`config.mk`:
```
export PLATFORM = sky130hd
export DESIGN_NAME = reg_bank
export DESIGN_NICKNAME = d
export VERILOG_FILES = /design/src/rtl/reg_bank.sv
export SDC_FILE = /design/constraint.sdc
export NUM_CORES = 1
export LEC_CHECK = 0
export CAP_MARGIN = 0
export CORE_MARGIN = 5
export CORE_UTILIZATION = 45
export CTS_CLUSTER_SIZE = 25
export DETAILED_ROUTE_END_ITERATION = 10
export PLACE_DENSITY = 0.67
export SYNTH_ARGS = -nofsm -noshare
export SYNTH_HDL_FRONTEND = slang
export SYNTH_SLANG_ARGS = --single-unit
```
`constraint.sdc`:
```
create_clock -name clk -period 7.2 [get_ports clk]
set_input_delay 1.44 -clock clk [delete_from_list [all_inputs] [get_ports clk]]
set_output_delay 1.44 -clock clk [all_outputs]
set_load 0.01 [all_outputs]
```
`src/rtl/reg_bank.sv`:
```
// rtl/reg_bank.sv - parametrised register file with bypassed read ports and hardware clear
//
// Ports:
//   clk      in   clock, all state updates on rising edge
//   Reset    in   synchronous active-high reset
//   WrEn     in   write request (dropped while Busy)
//   WrInc    in   with WrEn: write to internal pointer, then advance pointer
//   WrAddr   in   write address when WrInc=0
//   WrData   in   write data
//   RdAddrA  in   read address, port A
//   RdAddrB  in   read address, port B
//   OutA     out  registered read data, port A (bypasses same-cycle write)
//   OutB     out  registered read data, port B (bypasses same-cycle write)
//   ClrReq   in   start hardware clear of every register
//   Busy     out  clear sequence running
//   ClrDone  out  single-cycle pulse once the clear has finished

module reg_bank #(
  parameter int WIDTH = 8,
  parameter int DEPTH = 16,
  localparam int AW = $clog2(DEPTH)
) (
  input  logic             clk,
  input  logic             Reset,
  input  logic             WrEn,
  input  logic             WrInc,
  input  logic [AW-1:0]    WrAddr,
  input  logic [WIDTH-1:0] WrData,
  input  logic [AW-1:0]    RdAddrA,
  input  logic [AW-1:0]    RdAddrB,
  output logic [WIDTH-1:0] OutA,
  output logic [WIDTH-1:0] OutB,
  input  logic             ClrReq,
  output logic             Busy,
  output logic             ClrDone
);

  typedef enum logic [1:0] {
    S_IDLE  = 2'd0,
    S_CLEAR = 2'd1,
    S_DONE  = 2'd2
  } state_t;

  state_t state;
  state_t state_nxt;

  logic [WIDTH-1:0] mem [DEPTH];
  logic [AW-1:0]    ptr;
  logic [AW-1:0]    clr_cnt;

  logic             clr_start;
  logic             clr_step;
  logic             wr_acc;
  logic [AW-1:0]    wr_tgt;

  // Busy and ClrDone are pure decodes of the state register.
  assign Busy    = (state == S_CLEAR);
  assign ClrDone = (state == S_DONE);

  assign wr_acc = WrEn && !Busy;
  assign wr_tgt = WrInc ? ptr : WrAddr;

  always_ff @(posedge clk) begin
    if (Reset) begin
      state <= S_IDLE;
    end else begin
      state <= state_nxt;
    end
  end

  always_comb begin
    state_nxt = state;
    clr_start = 1'b0;
    clr_step  = 1'b0;
    case (state)
      S_IDLE: begin
        if (ClrReq) begin
          clr_start = 1'b1;
          state_nxt = S_CLEAR;
        end
      end
      S_CLEAR: begin
        clr_step = 1'b1;
        if (clr_cnt == AW'(DEPTH - 1)) begin
          state_nxt = S_DONE;
        end
      end
      S_DONE: begin
        // ClrReq is deliberately not looked at here: requests are not queued.
        state_nxt = S_IDLE;
      end
      default: begin
        state_nxt = S_IDLE;
      end
    endcase
  end

  always_ff @(posedge clk) begin
    if (Reset) begin
      for (int i = 0; i < DEPTH; i++) begin
        mem[i] <= '0;
      end
      OutA    <= '0;
      OutB    <= '0;
      ptr     <= '0;
      clr_cnt <= '0;
    end else begin
      // wr_acc and clr_step are mutually exclusive (wr_acc needs Busy=0).
      if (wr_acc) begin
        mem[wr_tgt] <= WrData;
      end
      if (clr_step) begin
        mem[clr_cnt] <= '0;
        clr_cnt      <= clr_cnt + AW'(1);
      end

      // Starting a clear rewinds the pointer even if an auto-increment
      // write lands in the same cycle.
      if (clr_start) begin
        clr_cnt <= '0;
        ptr     <= '0;
      end else if (wr_acc && WrInc) begin
        ptr <= ptr + AW'(1);
      end

      // Only accepted host writes are forwarded; clear writes are not.
      OutA <= (wr_acc && (wr_tgt == RdAddrA)) ? WrData : mem[RdAddrA];
      OutB <= (wr_acc && (wr_tgt == RdAddrB)) ? WrData : mem[RdAddrB];
    end
  end

endmodule

```
Yosys cells after proc, flatten, opt, wreduce, memory -nomap -nowiden
Memories as Yosys holds them, arrays and structs flattened. A register that Yosys moved wholly into a read port is not among the register bits. Cells that the tools add are included.

Register bits: 28. Bits in writable memories: 128. Input bits: 25. Output and inout bits: 18. Memories kept: 1.

Memory list: mem (depth 16, width 8, read ports 2, clocked after Yosys merged registers in 2, write ports 16, RTL line 47) `logic [WIDTH-1:0] mem [DEPTH];`.

Add/sub/neg operators: 2. Equal/unequal tests: 7. Mux-type cells: 23. Bitwise operators: 2. Reductions and logical operators: 8.

Operators by type and width (count): two-way mux 8 bit (4); OR reduction 8 bit (2); two-way mux 1 bit (13); two-way mux 4 bit (3); adder 4 x 1 -> 4 bit, second input constant (2); == test 4 bit (2); == test 4 bit, second input constant (1); two-way mux 2 bit (2); case mux 2 bit (2 select lines) (1); bitwise AND 1 bit (2); == test 2 x 1 -> 1 bit, second input constant (1); == test 2 bit, second input constant (1); logical AND 1 bit (2); zero test 2 bit (1); inequality test 2 x 1 -> 1 bit, second input constant (1); inequality test 2 bit, second input constant (1); AND reduction 2 bit (1); OR reduction 2 bit (1); zero test 1 bit (1).

Longest topological paths before layout
Depth after elaboration: 10. Depth in mapped cells: 7. Depth with buffers taken out: 5.

Worst setup path after synthesis
OpenSTA, ideal clock, no wires.

Path kind: input -> register. Start: input port WrInc. End: memory mem[8][0], enable pin. Arrival time: 2902 ps. Required time: 6825 ps. Slack: 3924 ps. Stages on the path: 5. Buffers on the path: 2. Path through: buf_6 -> mux2_4 -> o32a_4 -> buf_6 -> o21bai_1.

RTL lines: from (decl) (RTL line 26) `input logic WrInc,`; to (decl) (RTL line 47).

==> key figures <==
Global routing
  – First-pass GRT wire length: 37,970 µm
  – Initial antenna violation count: 0
  – Tot GR Track Use: 0.2125
  – GR peak layer: met2
  – Vias in the first global route: 6,095
  – Grt met3 use: 0.04272
  – Grt met2 use: 0.3219
  – Largest net degree at the start of global routing: 60
  – Global route total overflow: 0
  – Met1 usage: 0.2989

STA
  – Final min period: 4.353 ns
  – Upper clock frequency limit: 229.7 MHz
  – Fin. max-slew vios: 0
  – Count of endpoints failing setup in the final report: 0
  – RSZ-0062 raised after global routing: false
  – Hold WS: 0.5069 ns
  – Worst relative slew slack: 0.007410
  – Fin crit share: 0.6046
  – Final hold vios: 0
  – Setup Skew: 0.01084 ns
  – Setup TNS: 0 ns
  – Worst-Margin Slew: 1.483 ns

Power and ir drop
  – Leakage: 3.443 nW
  – VDD IR-drop max: 168.0 µV
  – Power per cell area: 222.6 nW/µm²
  – Total power: 0.002305 W

Worst setup path
  – Critical path arrival: 4.41 ns
  – CP delay by family, top: buffers and inverters
  – Max incr delay on CP: 1.09 ns
  – Cells along the critical path: clkdlybuf4s50_1, mux2i_1, a31oi_4, buf_4, o21bai_1
  – Worst setup SP type: input pin
  – Setup crit end: mem[0][1]$_SDFFCE_PN0P_
  – FF-to-FF End: mem[0][1]$_SDFFCE_PN0P_
  – Slowest-stage cell, CP: clkdlybuf4s50_1
  – Critical Path Start: WrInc
  – CP Data Required Time: 7.26 ns
  – R2r setup slk: 4.12 ns
  – RR Startpoint: state[0]$_SDFFE_PP0P_
  – CP Buf/Inv Count: 2
  – Reg2reg path depth: 5
  – Critical path depth: 5
  – Critical Path Fanout Max: 33
  – CP endpoint kind: flip-flop
  – Setup CP Type: input pin to flip-flop

Synthesis
  – Sequential area share after synthesis: 0.4896
  – Distinct cells, synth: 59
  – Async SR Flop Fraction: 0
  – Synthesis Warnings: 0
  – Leading area contributor after synthesis: edfxtp_1
  – Syn Inst Count: 673
  – Number of enable flip-flop cells after synthesis: 128
  – Synth top area cells: edfxtp_1 41%, nor3_2 12%, mux4_2 8.5%
  – Avg Cell Area, Syn: 13.85 µm²
  – Yosys reg bits: 164
  – Synth top area share: 0.4123
  – Ys flop type: edfxtp_1
  – Post-synthesis cell area: 9323 µm²
  – Syn Nets: 700

Floorplanning
  – CORE AREA: 20,300 µm²
  – Die extent in x: 153.9 µm
  – Die H: 153.9 µm
  – Ports: 43
  – Die area: 23,700 µm²
  – Starting density of the core: 0.4593
  – # rows: 52

Clock tree
  – CTS tree: done
  – Clock tree buffer depth: 2
  – Clk_lat worst skew: 0.44 ns
  – CTS buffer count: 17
  – Post-CTS setup buffer count: 0
  – Post-cts sizing count: 0
  – TritonCTS Sinks: 164
  – H-tree Lvls: 4
  – Cts-stage hold buffer count: 0
  – CTS clk-pin slew, worst paths: 0.07 ns
  – Clock root cell: clkbuf_16

Place
  – Dpl hpwl: 16,840 µm
  – IO buf count: 42
  – GPL Wtd Cong: 0.9515
  – Placed Instances: 931

Finish
  – Share of cells above drive strength 1: 0.3377
  – Area Overhead vs Synth: 11.06%
  – Commonest cells after routing, fill and taps aside: 128 x edfxtp_1, 116 x nor3_2, 73 x mux2i_1
  – FF+latch area: 4564 µm²
  – Most common cell after layout, fill and taps aside: edfxtp_1
  – Multi-input logic area: 4357 µm²
  – Non-filler cells, final: 963
  – Final nets: 707
  – ANT cells: 0
  – Fill count: 1,736

Detailed routing
  – Total iterations of the first detailed-routing run: 5
  – Initial drt markers: 757
  – DR DRC count: 0
  – Drt via density: 6.267
  – Final WL: 24,860 µm
  – Via count: 6,035
  – DR WL/cell: 25.82 µm
  – Post-route ant nets: 0

Status
  – Failing checks: max-capacitance violations
  – Status: complete, but fails checks

Job
  – MaxCap Viol Count: 1

Min path
  – Worst hold start: state[1]$_SDFFE_PP0P_
  – Worst hold path class: flip-flop to flip-flop
## stage by stage
stage,worst slack [ns],utilization,instance area (µm²)
floorplan,3.924,-,9323
global placement,2.511,0.4811,9766
detailed placement,2.391,0.4811,9766
CTS,2.829,0.5100,10350
global route,2.671,0.5100,10350
finish,2.847,0.5100,10350
## cells by family after synthesis
| group | synth area share |
|---|---|
| and+or+nand+nor | 0.1875 |
| AOI/OAI and AO/OA | 0.07153 |
| adders and majority gates | 0.002684 |
| muxes | 0.1863 |
| buffers and inverters | 0.04925 |
| xor gates and xnor gates | 0.01315 |
| DFF | 0.4896 |
## synthesized netlist by cell type, types with 13 or more instances
master and count:
a21o_1 13, a22oi_1 27, buf_2 19, buf_4 14
buf_6 17, clkbuf_1 14, dfxtp_1 36, edfxtp_1 128
mux2_2 16, mux2i_1 73, mux4_2 35, nand2_1 15
nand3_1 13, nor2_1 15, nor3_1 16, nor3_2 116
## routing by layer
| layer | part of all wire | up-vias |
|---|---|---|
| li1 | - | 2635 |
| met3 | 0.083 | 52 |
| met5 | 0 | - |
| met1 | 0.43 | 3039 |
| met2 | 0.45 | 309 |
| met4 | 0.035 | 0 |
## worst reg2reg max path, delay by kind of cell (launching register included)
kind	cells	cell delay [ns]
compound gates	2	0.77
buf+inv	1	0.32
flops	1	0.40
simple gates	2	1.20
## power by group
group          switching (W)  total [W]  internal, W
clock network       0.000390   0.000899     0.000509
logic               0.000199   0.000318     0.000120
registers          0.0000251    0.00109      0.00106
## layout make-up
class,count,share of cell area
repair buffers,53,0.04785
clock inverters,11,0.008097
multi-input cells,441,0.4208
inverters,3,0.001088
well taps,270,0.03263
flip-flops and latches,164,0.4408
clock buffers,21,0.04870
## worst min-delay path by stage
stage	to	slack (ns)	cells after the start
after CTS	state[0]$_SDFFE_PP0P_	0.51	1
final	state[0]$_SDFFE_PP0P_	0.51	1
after global routing	state[0]$_SDFFE_PP0P_	0.54	1
after global placement	state[0]$_SDFFE_PP0P_	0.49	1
after floorplan	state[0]$_SDFFE_PP0P_	0.46	1
after detailed placement	state[0]$_SDFFE_PP0P_	0.50	1
(Power assumes the default switching activity.)
